### config.mk
export PLATFORM = sky130hd
export DESIGN_NAME = mips_mc_control
export DESIGN_NICKNAME = d
export VERILOG_FILES = /design/src/rtl/mips_mc_control.sv
export SDC_FILE = /design/constraint.sdc
export NUM_CORES = 1
export LEC_CHECK = 0
export BUFFER_PORTS_ARGS = -buffer_cell sky130_fd_sc_hd__clkbuf_2
export CORE_MARGIN = 5
export CORE_UTILIZATION = 50
export DETAILED_ROUTE_END_ITERATION = 7
export GPL_ROUTABILITY_DRIVEN = 1
export PLACE_DENSITY = 0.85
export SLEW_MARGIN = 0
export SYNTH_ARGS = -nofsm -noshare
export SYNTH_HDL_FRONTEND = slang
export SYNTH_SLANG_ARGS = --single-unit
### constraint.sdc
create_clock -name clk -period 1.99 [get_ports clk]
set_input_delay 0.199 -clock clk [delete_from_list [all_inputs] [get_ports clk]]
set_output_delay 0.199 -clock clk [all_outputs]
set_load 0.01 [all_outputs]
### src/rtl/mips_mc_control.sv
// Main control FSM for the multi-cycle MIPS datapath: sequences fetch/decode/
// execute/memory/writeback, drives all datapath controls and counts retired instructions.
module mips_mc_control #(
  parameter bit MEM_WAIT_EN = 1'b1,
  parameter int CNT_W       = 32
) (
  input  logic             clk,
  input  logic             rst_n,
  input  logic [5:0]       opcode,
  input  logic             mem_ready,
  output logic             pc_write,
  output logic             pc_write_cond,
  output logic             i_or_d,
  output logic             mem_read,
  output logic             mem_write,
  output logic             ir_write,
  output logic             mem_to_reg,
  output logic             reg_dst,
  output logic             reg_write,
  output logic             alu_src_a,
  output logic [1:0]       alu_src_b,
  output logic [1:0]       alu_op,
  output logic [1:0]       pc_src,
  output logic             illegal_op,
  output logic [3:0]       state,
  output logic [CNT_W-1:0] instr_count
);

  typedef enum logic [3:0] {
    S_FETCH   = 4'd0,
    S_DECODE  = 4'd1,
    S_MEMADR  = 4'd2,
    S_MEMRD   = 4'd3,
    S_MEMWB   = 4'd4,
    S_MEMWR   = 4'd5,
    S_EXEC    = 4'd6,
    S_ALUWB   = 4'd7,
    S_BRANCH  = 4'd8,
    S_ADDIEX  = 4'd9,
    S_ADDIWB  = 4'd10,
    S_JUMP    = 4'd11,
    S_ILLEGAL = 4'd12
  } state_t;

  localparam logic [5:0] OP_RTYPE = 6'b000000;
  localparam logic [5:0] OP_J     = 6'b000010;
  localparam logic [5:0] OP_BEQ   = 6'b000100;
  localparam logic [5:0] OP_ADDI  = 6'b001000;
  localparam logic [5:0] OP_LW    = 6'b100011;
  localparam logic [5:0] OP_SW    = 6'b101011;

  typedef struct packed {
    logic       pc_write;
    logic       pc_write_cond;
    logic       i_or_d;
    logic       mem_read;
    logic       mem_write;
    logic       ir_write;
    logic       mem_to_reg;
    logic       reg_dst;
    logic       reg_write;
    logic       alu_src_a;
    logic [1:0] alu_src_b;
    logic [1:0] alu_op;
    logic [1:0] pc_src;
    logic       illegal_op;
  } ctrl_t;

  state_t           state_q, state_d;
  logic [CNT_W-1:0] instr_count_q, instr_count_d;
  ctrl_t            ctrl_c, ctrl_g;
  logic             retire;
  logic             rdy;

  assign rdy = MEM_WAIT_EN ? mem_ready : 1'b1;

  always_ff @(posedge clk or negedge rst_n) begin
    if (!rst_n) begin
      state_q       <= S_FETCH;
      instr_count_q <= '0;
    end else begin
      state_q       <= state_d;
      instr_count_q <= instr_count_d;
    end
  end

  always_comb begin
    state_d = state_q;
    ctrl_c  = '0;
    retire  = 1'b0;
    case (state_q)
      S_FETCH: begin
        ctrl_c.mem_read  = 1'b1;
        ctrl_c.alu_src_b = 2'b01;
        if (rdy) begin
          ctrl_c.ir_write = 1'b1;
          ctrl_c.pc_write = 1'b1;
          state_d         = S_DECODE;
        end
      end
      S_DECODE: begin
        ctrl_c.alu_src_b = 2'b11;
        case (opcode)
          OP_LW, OP_SW: state_d = S_MEMADR;
          OP_RTYPE:     state_d = S_EXEC;
          OP_BEQ:       state_d = S_BRANCH;
          OP_ADDI:      state_d = S_ADDIEX;
          OP_J:         state_d = S_JUMP;
          default:      state_d = S_ILLEGAL;
        endcase
      end
      S_MEMADR: begin
        ctrl_c.alu_src_a = 1'b1;
        ctrl_c.alu_src_b = 2'b10;
        // IR is still stable here, so re-decoding lw/sw is safe
        state_d = (opcode == OP_SW) ? S_MEMWR : S_MEMRD;
      end
      S_MEMRD: begin
        ctrl_c.mem_read = 1'b1;
        ctrl_c.i_or_d   = 1'b1;
        if (rdy) state_d = S_MEMWB;
      end
      S_MEMWB: begin
        ctrl_c.mem_to_reg = 1'b1;
        ctrl_c.reg_write  = 1'b1;
        state_d           = S_FETCH;
        retire            = 1'b1;
      end
      S_MEMWR: begin
        ctrl_c.mem_write = 1'b1;
        ctrl_c.i_or_d    = 1'b1;
        if (rdy) begin
          state_d = S_FETCH;
          retire  = 1'b1;
        end
      end
      S_EXEC: begin
        ctrl_c.alu_src_a = 1'b1;
        ctrl_c.alu_op    = 2'b10;
        state_d          = S_ALUWB;
      end
      S_ALUWB: begin
        ctrl_c.reg_dst   = 1'b1;
        ctrl_c.reg_write = 1'b1;
        state_d          = S_FETCH;
        retire           = 1'b1;
      end
      S_BRANCH: begin
        ctrl_c.alu_src_a     = 1'b1;
        ctrl_c.alu_op        = 2'b01;
        ctrl_c.pc_write_cond = 1'b1;
        ctrl_c.pc_src        = 2'b01;
        state_d              = S_FETCH;
        retire               = 1'b1;
      end
      S_ADDIEX: begin
        ctrl_c.alu_src_a = 1'b1;
        ctrl_c.alu_src_b = 2'b10;
        state_d          = S_ADDIWB;
      end
      S_ADDIWB: begin
        ctrl_c.reg_write = 1'b1;
        state_d          = S_FETCH;
        retire           = 1'b1;
      end
      S_JUMP: begin
        ctrl_c.pc_write = 1'b1;
        ctrl_c.pc_src   = 2'b10;
        state_d         = S_FETCH;
        retire          = 1'b1;
      end
      S_ILLEGAL: begin
        // PC already advanced in FETCH; the instruction is dropped, not retired
        ctrl_c.illegal_op = 1'b1;
        state_d           = S_FETCH;
      end
      default: state_d = S_FETCH;
    endcase
  end

  assign instr_count_d = retire ? instr_count_q + CNT_W'(1) : instr_count_q;

  // Reset overrides the FETCH decode so nothing strobes while rst_n is low
  assign ctrl_g = rst_n ? ctrl_c : '0;

  assign pc_write      = ctrl_g.pc_write;
  assign pc_write_cond = ctrl_g.pc_write_cond;
  assign i_or_d        = ctrl_g.i_or_d;
  assign mem_read      = ctrl_g.mem_read;
  assign mem_write     = ctrl_g.mem_write;
  assign ir_write      = ctrl_g.ir_write;
  assign mem_to_reg    = ctrl_g.mem_to_reg;
  assign reg_dst       = ctrl_g.reg_dst;
  assign reg_write     = ctrl_g.reg_write;
  assign alu_src_a     = ctrl_g.alu_src_a;
  assign alu_src_b     = ctrl_g.alu_src_b;
  assign alu_op        = ctrl_g.alu_op;
  assign pc_src        = ctrl_g.pc_src;
  assign illegal_op    = ctrl_g.illegal_op;
  assign state         = state_q;
  assign instr_count   = instr_count_q;

endmodule

* After elaboration in Yosys (flattened, before gate mapping)
Cells that the tools add are included.
** Storage, ports and cells
- Flip-flop bits (word level) :: 36
- Output and inout port bits :: 53
- Logic and storage cells :: 56
** Operators by class
- $add $sub $neg :: 1
- Eq/ne operators :: 20
- Multiplexer cells :: 23
- Reduce and logical (&&, ||, !) cells :: 10
** Operators with widths (number)
- 32-bit by 1-bit adder with 32-bit output, second input constant :: 1
- 4-bit case mux with 7 select lines :: 1
- 4-bit equality test, second input constant :: 5
- 4-bit case mux with 5 select lines :: 1
- 17-bit 2-to-1 mux :: 1
- 4-bit by 3-bit equality test with 1-bit output, second input constant :: 4
- 6-bit equality test, second input constant :: 2
- 4-bit 2-to-1 mux :: 3
- 1-bit 2-to-1 mux :: 11
- 4-bit by 2-bit equality test with 1-bit output, second input constant :: 2
- 2-bit case mux with 2 select lines :: 2
- 2-bit OR reduction :: 4
- 6-bit by 2-bit equality test with 1-bit output, second input constant :: 1
- 6-bit by 3-bit equality test with 1-bit output, second input constant :: 1
- 6-bit by 4-bit equality test with 1-bit output, second input constant :: 1
- 6-bit zero test :: 1
- 2-bit != test, second input constant :: 3
- 2-bit case mux with 3 select lines :: 1
- 5-bit OR reduction :: 1
- 4-bit by 1-bit equality test with 1-bit output, second input constant :: 1
- 4-bit zero test :: 1
- 1-bit case mux with 2 select lines :: 2
- 4-bit OR reduction :: 1
- 3-bit 2-to-1 mux :: 1
- 2 further kinds :: 2

* Depth between registers and ports, before layout
- Word-level depth :: 4
- Mapped depth :: 6
- Mapped depth without buffers :: 5

* Least setup slack after synthesis
No wires, ideal clock.
- Path type :: reg-to-reg
- Start point :: reg state_q[0] (netlist: state[0])
- End point :: reg instr_count_q[27] (netlist: instr_count[27])
- Library setup time :: 126 ps
- Arrival time :: 1523 ps
- Data required time :: 1864 ps
- Slack :: 341 ps
- Cell stages (with the launch flop) :: 7
- Clock period less this slack :: 1649 ps
- Cells stage by stage :: dfrtp_1 > or2b_2 > o22ai_2 > nor4_4 > buf_6 > nand4_1 > xnor2_1
** On the way
- Longest elaborated chain between the ends :: 3
- Elaborated cells between the ends (all ways) :: 8
** RTL lines
- start: declaration :: RTL line 69 : state_t state_q, state_d;
- start signal: assignment :: RTL line 82 : state_q <= state_d;
- 4-bit equality test / 4-bit by 3-bit equality test with 1-bit output (equally long branches) :: RTL line 91 : case (state_q)
- 5-bit OR reduction (no source line)
- 1-bit case mux with 2 select lines (*) :: RTL line 91
- end signal: assignment :: RTL line 83 : instr_count_q <= instr_count_d;
- end: declaration :: RTL line 70 : logic [CNT_W-1:0] instr_count_q, instr_count_d;
Every way passes the cells marked *; elsewhere a longest branch is shown, timed or not.
A chain may end at the register's enable or synchronous reset.

* Final worst setup path
- Start point :: in rst_n
- End point :: out pc_write
** On the way
- Longest elaborated chain between the ends :: 1
** RTL lines
- start: declaration :: RTL line 8 : input logic rst_n,
- 17-bit 2-to-1 mux :: RTL line 184 : assign ctrl_g = rst_n ? ctrl_c : '0;
- end: declaration :: RTL line 11 : output logic pc_write,
No other way between the ends.

==> results by group <==
Yosys
  • Post-synth EDFFs: 0
  • Top-area cell type share of the netlist area: 44.92%
  • Seq/Total Area, Yosys: 44.92%
  • Netlist cell types: 39
  • FF+latch count, synth: 36
  • Area leader, netlist: dfrtp_1
  • Synth area leaders: dfrtp_1, xnor2_1, nand3_1
  • Avg Inst Size Synth: 9.551 um2
  • Synthesized cell area: 0.002006 mm2
  • Post-Synthesis Cells: 210
  • Most frequent cell after synthesis: dfrtp_1
  • Synth cell count leaders: dfrtp_1, xnor2_1, nand2_1, nand3_1
  • Syn nets: 220
  • FFs w/ async S/R, synth: 100.0%
  • Syn. warnings: 0
  • Most used DFF post-synth: dfrtp_1

Worst setup path
  • RR Startpoint: state[0]$_DFFE_PN0P_
  • Worst Setup SP: rst_n
  • CP Max Fanout: 10
  • Startpoint types: input port
  • R2r worst-path depth: 5
  • Bufs and invs on worst path: 3
  • Critical Path End Type: output port
  • CP dominant cell by count: clkbuf_2
  • Max stage delay cell, worst path: dlygate4sd3_1
  • Worst R2R End: instr_count[26]$_DFFE_PN0P_
  • FF-to-FF setup slack: 260 ps
  • Crit path DAT: 1710 ps
  • Critical-path cell list: dlygate4sd3_1 > clkbuf_2 > nor2b_1 > and3_1 > or2_2 > clkbuf_2
  • CP Class: in2out
  • Worst EP required: 1790 ps
  • Family with the most delay on the worst path: buffers and inverters
  • Slowest stage delay, CP: 530 ps

Floorplan
  • Die X-Extent: 73.34 um
  • Die span in y: 73.34 um
  • Die area: 0.005378 mm2
  • Core area: 0.003943 mm2
  • Starting Density: 50.87%
  • Boundary pin count: 62
  • Cell row count: 23

Global routing
  • Tot GR Track Use: 19.04%
  • Maximum number of pins on one net before global-route repair: 35
  • First-pass GRT wire length: 8.073 mm
  • Vias in the first global route: 1729
  • Gr ovfl total: 0
  • Initial antenna violation count: 0

Clock tree
  • Max Buffers Root-to-Sink: 2
  • Clk_lat worst skew: 290 ps
  • Setup bufs post-CTS: 0
  • H-tree depth: 2
  • Worst-path clk slew: 80 ps
  • Root Buffer: clkbuf_8
  • CTS buffer count: 5
  • CTS tree: yes
  • CTS sink cnt: 36

Final layout
  • Non-Filler Instances: 330
  • Area of the multi-input gates: 0.001047 mm2
  • Fillers: 327
  • Share of cells above drive strength 1: 30.71%
  • Register area: 900.9 um2
  • Final Net Count: 289
  • Layout area overhead: 25.27%
  • Final Core Density: 63.73%
  • Antenna diodes: 0

Routing
  • Initial DRC Count: 137
  • Total routed wirelength: 4.853 mm
  • Vias per cell: 5.515
  • WL/cell: 14.71 um
  • DRC: 0
  • ANT nets after route: 0
  • Total number of vias: 1820
  • TritonRoute pass-1 iters: 4

STA
  • FMAX: 523.9 MHz
  • Setup TNS: 0 ps
  • Final Setup Violations: 0
  • Max-slew violations: 0
  • Slew @ Worst Pin: 508.7 ps
  • Unrepaired setup endpoints after global routing: no
  • Tmin final: 1909 ps
  • Crit share post-route: 95.92%
  • Min setup slack post-route: 81.15 ps
  • Final Hold Viols: 0
  • Worst slew margin: 65.77%
  • Final Skew: 8.733 ps

Placed design
  • I/O Buffers: 61
  • Gp weighted congestion: 0.8797
  • Placed insts: 321
  • Worst slack at placement: 281.3 ps
  • Final HPWL DP: 3.697 mm

Pwr
  • Total power: 2508 uW
  • Seq pwr share: 37.2%
  • Int Pwr: 1557 uW
  • Pleak: 0.001184 uW
  • Comb pwr share: 37.4%
  • Sw Share: 37.89%
  • Peak supply drop: 0.8911 mV
  • Power per Cell Area: 998.1 mW/mm2
  • Clk pwr share: 25.4%
  • Switch Pwr: 950.1 uW

Status
  • Status: finished clean

Flow run
  • Max-cap violations: 0

Min path
  • Tightest Hold Check Type: in2async
worst register-to-register path, stage by stage (launching register included):
cell and delay (ps):
dfrtp_1 390, or2b_2 230, o22ai_2 150, nor4_2 510, nand4_1 190, xnor2_1 160
logic make-up (layout without fill, tap and decap cells):
family,Yosys count,in the layout,synth area share [%]
AO/OA/AOI/OAI,19,19,6.051
multiplexers,1,1,0.5614
XOR/XNOR,34,34,14.85
flip-flops,36,36,44.92
AND/OR/NAND/NOR,107,107,30.13
adder cells (fa/ha/maj),1,1,0.6237
buffers and inverters,12,82,2.869
power groups by stage:
stage / clock, uW / combinational (uW) / sequential (uW)
after detailed placement: 0 / 940 / 944
after CTS: 648 / 946 / 930
final: 637 / 939 / 932
after global routing: 677 / 1040 / 947
after global placement: 0 / 914 / 932
after floorplan: 0 / 567 / 965
cell usage in the layout (no fill, tap or decap), types with 2 or more instances in the layout:
cell type and count:
a21oi_1 3, nand2b_1 2, nor4_1 3, nor2b_1 5, clkbuf_8 5, and3_1 8, xnor2_1 29, and4_1 7
xor2_1 5, nor2_1 12, clkbuf_2 61, nor3_1 7, buf_4 8, and2_1 4, o21ai_0 9, nand3_1 17
dfrtp_1 36, nand4_1 12, inv_1 4, nand2_1 22
sequential cells by signal, summed over array words and instances (netlist names):
signal       flops
instr_count     32
state            4
what timing repair did:
item,4_1_cts,5_1_grt
hold endpoints to repair,2,0
hold buffers,1,0
resized for setup,0,0
how the worst max path moves through the flow:
stage | to | slack (ps) | cells past startpoint
3_5_place_dp | instr_count[26]$_DFFE_PN0P_ | 280 | 5
2_1_floorplan | instr_count[27]$_DFFE_PN0P_ | 340 | 6
6_report | pc_write | 80 | 6
5_1_grt | pc_write | 3 | 6
3_3_place_gp | instr_count[30]$_DFFE_PN0P_ | 330 | 5
4_1_cts | pc_write | 70 | 6
metal layers:
| metal | routed length, um | GRT usage [%] |
|---|---|---|
| met2 | 2370 | 29.89 |
| met4 | 35 | 6.439 |
| met5 | 0 | 0 |
| met1 | 2110 | 25.40 |
| met3 | 336 | 5.335 |
stage by stage:
step	hold slack (ps)	instance area (um2)
3_3_place_gp	46.54	2391
4_1_cts	277.9	2512
5_1_grt	289.6	2512
2_1_floorplan	-96.59	2006
3_5_place_dp	46.65	2391
6_report	278.4	2512
final cells by class:
class	count	share of cell area, %
tap	50	2.490
sequential	36	35.86
clock inverter	3	1.693
clock buffer	5	2.739
timing repair buffer	70	14.94
inverter	4	0.5976
multi-input combinational	162	41.68
Note: power is estimated with default switching activity, not from simulation.
